`src/rtl/wb_regfile.sv`:
```
// ----------------------------------------------------------------------------
// wb_regfile
//
// Writeback stage of the pipeline and owner of the architectural integer
// register file (x0..x31). It takes the registered MEM/WB fields and selects
// the result, applying load extension where needed. It commits that result on
// the rising clock edge. It also serves the two decode read ports, which bypass
// the value being written this cycle, and exports the writeback value so EX
// can forward it.
//
// Optional build macro:
//   WB_INSTRET_EN  adds a 64-bit retired-instruction counter on port instret
//
// Ports:
//   clk        in   system clock, rising edge
//   rst        in   asynchronous, active-high reset
//   wbValid    in   MEM/WB slot holds a real instruction (0 = bubble)
//   regWrtw    in   instruction writes rd
//   rsltSrcw   in   result select: 00 ALU, 01 load, 10 pc+4, 11 reserved
//   readDw     in   raw data-memory read word
//   pc4w       in   PC+4 of the instruction
//   ujWrtBckw  in   ALU / LUI / AUIPC result
//   rdw        in   destination register index
//   ldFn3w     in   load funct3 (LB/LH/LW/LBU/LHU)
//   ldOffw     in   byte offset of the load address
//   rs1d/rs2d  in   decode read indices
//   rd1d/rd2d  out  decode read data (combinational, with write-through)
//   fwdEnw     out  writeback forwarding valid (equals the write enable)
//   fwdRdw     out  writeback forwarding destination
//   fwdDataw   out  writeback forwarding data (valid regardless of fwdEnw)
//   instret    out  retired-instruction count (WB_INSTRET_EN only)
// ----------------------------------------------------------------------------
module wb_regfile #(
   parameter int unsigned XLEN = 32,
   parameter int unsigned NREG = 32,
   localparam int unsigned RegAw = $clog2(NREG)
) (
   input  logic             clk,
   input  logic             rst,
   input  logic             wbValid,
   input  logic             regWrtw,
   input  logic [1:0]       rsltSrcw,
   input  logic [XLEN-1:0]  readDw,
   input  logic [XLEN-1:0]  pc4w,
   input  logic [XLEN-1:0]  ujWrtBckw,
   input  logic [RegAw-1:0] rdw,
   input  logic [2:0]       ldFn3w,
   input  logic [1:0]       ldOffw,
   input  logic [RegAw-1:0] rs1d,
   input  logic [RegAw-1:0] rs2d,
   output logic [XLEN-1:0]  rd1d,
   output logic [XLEN-1:0]  rd2d,
   output logic             fwdEnw,
   output logic [RegAw-1:0] fwdRdw,
   output logic [XLEN-1:0]  fwdDataw
`ifdef WB_INSTRET_EN
   ,
   output logic [63:0]      instret
`endif
);

   localparam logic [1:0] SrcAlu  = 2'b00;
   localparam logic [1:0] SrcLoad = 2'b01;
   localparam logic [1:0] SrcPc4  = 2'b10;

   localparam logic [2:0] FnLb  = 3'b000;
   localparam logic [2:0] FnLh  = 3'b001;
   localparam logic [2:0] FnLw  = 3'b010;
   localparam logic [2:0] FnLbu = 3'b100;
   localparam logic [2:0] FnLhu = 3'b101;

   logic            we;
   logic [7:0]      ld_byte;
   logic [15:0]     ld_half;
   logic [XLEN-1:0] load_data;
   logic [XLEN-1:0] result;

   // Entry 0 is never written; reads of x0 are forced to zero below.
   logic [XLEN-1:0] regs_q [NREG];

   // ---------------------------------------------------------------------
   // Load lane selection and extension
   // ---------------------------------------------------------------------
   always_comb begin
      ld_byte = readDw[7:0];
      unique case (ldOffw)
         2'd0: ld_byte = readDw[7:0];
         2'd1: ld_byte = readDw[15:8];
         2'd2: ld_byte = readDw[23:16];
         2'd3: ld_byte = readDw[31:24];
         default: ld_byte = readDw[7:0];
      endcase
   end

   // A misaligned halfword offset only looks at ldOffw[1]; alignment traps
   // are raised upstream, not here.
   assign ld_half = ldOffw[1] ? readDw[31:16] : readDw[15:0];

   always_comb begin
      load_data = '0;
      case (ldFn3w)
         FnLb:    load_data = {{(XLEN-8){ld_byte[7]}}, ld_byte};
         FnLh:    load_data = {{(XLEN-16){ld_half[15]}}, ld_half};
         FnLw:    load_data = readDw;
         FnLbu:   load_data = {{(XLEN-8){1'b0}}, ld_byte};
         FnLhu:   load_data = {{(XLEN-16){1'b0}}, ld_half};
         // Undefined funct3 still commits, with a zero result.
         default: load_data = '0;
      endcase
   end

   // ---------------------------------------------------------------------
   // Result select and write enable
   // ---------------------------------------------------------------------
   always_comb begin
      result = '0;
      case (rsltSrcw)
         SrcAlu:  result = ujWrtBckw;
         SrcLoad: result = load_data;
         SrcPc4:  result = pc4w;
         default: result = '0;
      endcase
   end

   // x0 writes and the reserved select are dropped here. This makes forwarding
   // never advertise them.
   assign we = wbValid & regWrtw & (rdw != '0) & (rsltSrcw != 2'b11);

   assign fwdEnw   = we;
   assign fwdRdw   = rdw;
   assign fwdDataw = result;

   // ---------------------------------------------------------------------
   // Architectural register file
   // ---------------------------------------------------------------------
   always_ff @(posedge clk or posedge rst) begin
      if (rst) begin
         for (int unsigned i = 1; i < NREG; i++) begin
            regs_q[i] <= '0;
         end
      end else begin
         for (int unsigned i = 1; i < NREG; i++) begin
            if (we && (rdw == RegAw'(i))) begin
               regs_q[i] <= result;
            end
         end
      end
   end

   // ---------------------------------------------------------------------
   // Decode read ports with same-cycle write-through
   // ---------------------------------------------------------------------
   // While rst is high the bypass path must not leak a pending result.
   always_comb begin
      rd1d = '0;
      if (!rst && (rs1d != '0)) begin
         if (we && (rs1d == rdw)) begin
            rd1d = result;
         end else begin
            rd1d = regs_q[rs1d];
         end
      end
   end

   always_comb begin
      rd2d = '0;
      if (!rst && (rs2d != '0)) begin
         if (we && (rs2d == rdw)) begin
            rd2d = result;
         end else begin
            rd2d = regs_q[rs2d];
         end
      end
   end

`ifdef WB_INSTRET_EN
   // ---------------------------------------------------------------------
   // Retired-instruction counter: counts every valid slot, writing or not
   // ---------------------------------------------------------------------
   logic [63:0] instret_q;

   always_ff @(posedge clk or posedge rst) begin
      if (rst) begin
         instret_q <= '0;
      end else if (wbValid) begin
         instret_q <= instret_q + 64'd1;
      end
   end

   assign instret = instret_q;
`endif

endmodule

```
`config.mk`:
```
export PLATFORM = sky130hd
export DESIGN_NAME = wb_regfile
export DESIGN_NICKNAME = d
export VERILOG_FILES = /design/src/rtl/wb_regfile.sv
export SDC_FILE = /design/constraint.sdc
export NUM_CORES = 2
export LEC_CHECK = 0
export CELL_PAD_IN_SITES_DETAIL_PLACEMENT = 1
export CELL_PAD_IN_SITES_GLOBAL_PLACEMENT = 1
export CORE_ASPECT_RATIO = 0.75
export CORE_MARGIN = 3
export CORE_UTILIZATION = 56
export CTS_CLUSTER_DIAMETER = 60
export DETAILED_ROUTE_END_ITERATION = 10
export DONT_BUFFER_PORTS = 1
export PLACE_DENSITY_LB_ADDON = 0.1
export SLEW_MARGIN = 20
export SYNTH_ARGS = -nofsm -noshare
export SYNTH_HDL_FRONTEND = slang
export SYNTH_SLANG_ARGS = --single-unit
```
`constraint.sdc`:
```
create_clock -name clk -period 55.3 [get_ports clk]
set_clock_uncertainty 0.2 [all_clocks]
set_input_delay 5.53 -clock clk [delete_from_list [all_inputs] [get_ports clk]]
set_output_delay 5.53 -clock clk [all_outputs]
set_load 0.01 [all_outputs]
```
* Word-level counts from Yosys, hierarchy flattened
Index checks and enable logic that the tools add are counted.
W data, S select, Z words.
** Word-level totals
- Register bits :: 992
- Input bits :: 122
- Output and inout bits :: 102
- Logic and storage cells :: 137
** Operators by class
- $lt $le $gt $ge :: 2
- Eq/ne operators :: 43
- Muxes and demuxes :: 14
- Bitwise logic cells :: 5
- Reduce and logical (&&, ||, !) cells :: 42
** Operators by type and width (number)
- $bmux W32 S5 :: 2
- $mux W32 :: 8
- $pmux W32 S5 :: 1
- $pmux W32 S3 :: 1
- $eq A5 B5 Y1 const B :: 16
- $eq A5 B4 Y1 const B :: 8
- $logic_and A1 B1 Y1 :: 35
- $pmux W8 S4 :: 1
- $eq A5 B3 Y1 const B :: 4
- $mux W16 :: 1
- $reduce_bool A5 Y1 :: 3
- $ge A6 B6 Y1 const B :: 2
- $not A5 Y6 :: 2
- $eq A5 B2 Y1 const B :: 2
- $eq A5 B5 Y1 :: 2
- $eq A2 B2 Y1 const B :: 3
- $eq A3 B3 Y1 const B :: 2
- $eq A5 B1 Y1 const B :: 1
- $eq A2 B1 Y1 const B :: 2
- $logic_not A2 Y1 :: 2
- $and A1 B1 Y1 :: 3
- $eq A3 B1 Y1 const B :: 1
- $eq A3 B2 Y1 const B :: 1
- $logic_not A3 Y1 :: 1
- other kinds (2) :: 2

* Longest topological paths before layout
- Word-level depth :: 6
- Depth in mapped cells :: 11

* Least setup slack after synthesis
OpenSTA, ideal clock, no wires.
- Path kind :: input port to output port
- Start point :: input port rst
- End point :: output port rd1d[10]
- Data arrival time :: 30.303 ns
- Data required time :: 49.570 ns
- Path slack :: 19.267 ns
- Cell stages on the path :: 5
- Path through :: inv_1 > o41ai_1 > or3_1 > buf_1 > o221ai_1
** On the way
- Cells in the longest elaborated chain, start to end :: 3
** RTL lines
- start, declared :: line 39 : input logic rst,
- $logic_not A1 Y1 :: line 156 : if (!rst && (rs1d != '0)) begin
- $logic_and A1 B1 Y1 :: line 156
- $mux W32 :: line 156
- end, declared :: line 51 : output logic [XLEN-1:0] rd1d,
Every way passes these cells.

* Final worst setup path
- Start point :: input port rs1d[1]
- End point :: output port rd1d[19]
** On the way
- Cells in the longest elaborated chain, start to end :: 6
- Elaborated cells on any way between the ends :: 10
** RTL lines
- start, declared :: line 49 : input logic [RegAw-1:0] rs1d,
- $not A5 Y6 (not written as such) :: line 160 : rd1d = regs_q[rs1d];
- $bmux W32 S5 :: line 160
- $mux W32 (not written as such) (2 in series) :: line 160
- $mux W32 :: line 157 : if (we && (rs1d == rdw)) begin
- $mux W32 (*) :: line 156
Mark *: on every way between the ends. The rest lies on a longest branch, timed or not. The select of a mux whose other input is x is not followed.

==> flow_metrics.env <==
export IMPL_yosysSeqAreaShare_pct=46.4
export IMPL_rsz0062_at_grt="no"
export IMPL_synth_seq_cells=992
export IMPL_routedLengthMet1_mm=82.1
export IMPL_post_route_drc_count=0
export IMPL_die_w_um=363
export IMPL_period_needed_ns=14.85
export IMPL_area_growth_pct=7.28
export IMPL_power_switching_fraction_pct=28.1
export IMPL_r2r_end="regs_q[617]"
export IMPL_globalRouteOverflowTotal=0
export IMPL_design_die_area_um2=99400
export IMPL_io_buffer_count=0
export IMPL_start_util_pct=56.9
export IMPL_timing_slew_headroom_pct=15.9
export IMPL_status="finished clean"
export IMPL_seqPwrFrac_pct=46.1
export IMPL_layout_cells_most_common_list="sky130_fd_sc_hd__dfrtp_1, sky130_fd_sc_hd__nand2_1, sky130_fd_sc_hd__o21ai_0"
export IMPL_hold_path_depth=2
export IMPL_timing_critical_path_required_ns=49.57
export IMPL_hold_buffers=0
export IMPL_die_height_um=274
export IMPL_gp_congestion=0.883
export IMPL_grt_pass1_wl_mm=306
export IMPL_final_hold_violation_count=0
export IMPL_post_cts_repair_setup_buffers=0
export IMPL_largest_register_ffs=992
export IMPL_mostFrequentLayoutCell="sky130_fd_sc_hd__dfrtp_1"
export IMPL_combinationalPowerShare_pct=14.3
export IMPL_tritoncts_buffers=100
export IMPL_worst_skew_pair_late_latency_ns=0.71
export IMPL_drt_first_pass_iters=6
export IMPL_viasPerCell=7.33
export IMPL_routed_via_count=44500
export IMPL_numClockSinks=992
export IMPL_post_route_worst_setup_slack_ns=40.45
export IMPL_grt_antenna_before_repair=6
export IMPL_final_util_pct=61.0
export IMPL_maxUsedRoutingLayer="met5"
export IMPL_clock_root_buffer="sky130_fd_sc_hd__clkbuf_16"
export IMPL_final_min_period_over_clock_period_pct=26.9
export IMPL_drive_above_1_share_pct=17.7
export IMPL_path_class="in -> out"
export IMPL_post_place_ws_ns=41.00
export IMPL_ant_nets=0
export IMPL_overall_power_consumption_uw=1850
export IMPL_grt_max_degree=284
export IMPL_critical_path_end="rd1d[19]"
export IMPL_cts_tree="yes"
export IMPL_synth_edff_count=0
export IMPL_syn_instance_count=5074
export IMPL_postSynthNetCount=5196
export IMPL_count_of_routing_violations_after_the_opening_detailed_route_iteration=5768
export IMPL_clk_path_buf_depth=3
export IMPL_number_of_levels_the_h_tree_was_split_into=3
export IMPL_asyncSetResetFlopFracSynth_pct=100
export IMPL_placed_cells=5870
export IMPL_critical_path_peak_fanout=231
export IMPL_tns_ns=0
export IMPL_maxClockFrequency_mhz=67.3
export IMPL_setup_viol=0
export IMPL_met2_wirelength_mm=90.4
export IMPL_rr_startpoint="regs_q[617]"
export IMPL_dpl_hpwl_mm=119
export IMPL_powerDensity_nw_per_um2=32.3
export IMPL_total_leakage_power_uw=0.0239
export IMPL_crit_path_start="rs1d[1]"
export IMPL_endpoint_kind="primary output"
export IMPL_final_cells=6061
export IMPL_yosysWarnings=32
export IMPL_yosys_most_used_dff="sky130_fd_sc_hd__dfrtp_1"
export IMPL_r2r_cells=2
export IMPL_number_of_nets_at_the_end_of_the_flow=4861
export IMPL_internal_power_uw=1330
export IMPL_critical_path_arrival_ns=9.12
export IMPL_vdd_ir_drop_worst_mv=0.0281
export IMPL_power_switching_uw=520
export IMPL_via_count_of_the_first_global_routing_pass=45900
export IMPL_floorplan_io_pins=224
export IMPL_synth_distinct_cells=68
export IMPL_postCtsResizedCells=0
export IMPL_worst_slew_pin_transition_ns=1.26
export IMPL_route_detailed_wl_per_inst_um=33.9
export IMPL_routed_wl_met3_mm=24.3
export IMPL_registers_with_the_highest_flip_flop_counts="regs_q (992)"
export IMPL_floorplan_rows=97
export IMPL_hold_class="reg -> reg"
export IMPL_p_clk_share_pct=39.6
export IMPL_synth_cell_area_um2=53500
export IMPL_timing_final_max_slew_violations=0
export IMPL_grt_usage_pct=41.6
export IMPL_cts_reportedPaths_clkPinSlew_ns=0.06
export IMPL_maxCapViolCount=0
export IMPL_totalWireLength_mm=205
export IMPL_placeableCoreArea_um2=94100
export IMPL_setup_reg_to_reg_worst_slack_ns=54.27
export IMPL_avgSynthCellArea_um2=10.5
export IMPL_regMostFlops="regs_q"
export IMPL_cp_start_kind="input port"
-- critical path, stage by stage --
cell and delay [ns]:
sky130_fd_sc_hd__xnor2_1 0.35, sky130_fd_sc_hd__nand4_1 0.23, sky130_fd_sc_hd__a211oi_4 0.90, sky130_fd_sc_hd__nand2b_2 0.88, sky130_fd_sc_hd__o22ai_1 0.91
-- logic make-up after synthesis --
| family | after synthesis | share of synthesized area [%] |
|---|---|---|
| flip-flops | 992 | 46.4 |
| AO/OA/AOI/OAI | 1476 | 16.2 |
| multiplexers | 617 | 21.6 |
| buffers and inverters | 582 | 4.92 |
| XOR/XNOR | 8 | 0.131 |
| AND/OR/NAND/NOR | 1399 | 10.7 |
-- synth_stat cells (29+ instances only) --
cell	n	area, um2
sky130_fd_sc_hd__mux4_2	424	9550
sky130_fd_sc_hd__and3_1	29	181
sky130_fd_sc_hd__buf_4	39	293
sky130_fd_sc_hd__clkbuf_1	325	1220
sky130_fd_sc_hd__a21oi_1	208	1040
sky130_fd_sc_hd__nor2b_1	41	257
sky130_fd_sc_hd__mux2i_1	131	1310
sky130_fd_sc_hd__o21ai_1	255	1280
sky130_fd_sc_hd__a221oi_1	70	613
sky130_fd_sc_hd__nand2_1	955	3580
sky130_fd_sc_hd__dfrtp_1	992	24800
sky130_fd_sc_hd__nor2_1	242	908
sky130_fd_sc_hd__buf_2	151	756
sky130_fd_sc_hd__o21ai_0	654	3270
sky130_fd_sc_hd__mux2_2	62	698
sky130_fd_sc_hd__a22oi_1	58	435
sky130_fd_sc_hd__inv_1	39	146
sky130_fd_sc_hd__a211oi_1	38	285
-- cell type report --
type                            count  area (um2)
Timing Repair Buffer              105         850
Fill cell                        9673       36600
Clock buffer                      134        2810
Clock inverter                     50         688
Inverter                           40         158
Antenna cell                        3        7.51
Multi-Input combinational cell   3500       26500
Sequential cell                   992       24800
Tap cell                         1237        1550
-- layer usage --
metal  vias up  GRT usage (%)
met1     23400           59.1
li1      17800              -
met5         -          0.343
met3       539           12.2
met2      2655           60.9
met4         4           16.1
-- worst min path at each step --
stage | from | end
global placement | regs_q[39] | regs_q[39]
floorplan | regs_q[194] | regs_q[194]
finish | regs_q[249] | regs_q[249]
detailed placement | regs_q[621] | regs_q[621]
CTS | regs_q[621] | regs_q[621]
global route | regs_q[187] | regs_q[187]
-- metrics by stage --
stage	cell area (um2)	hold WS (ns)
3_3_place_gp	53800	0.273
3_5_place_dp	53800	0.289
6_report	57400	0.300
4_1_cts	57300	0.303
2_1_floorplan	53500	0.259
5_1_grt	57400	0.335
-- power by group through the flow --
stage          Clock (uW)  Combinational, uW  Sequential (uW)
6_report              734                266              854
5_1_grt               768                287              861
4_1_cts               735                260              851
3_5_place_dp            0                257              863
3_3_place_gp            0                246              855
2_1_floorplan           0                210              844
(Power assumes the default switching activity.)
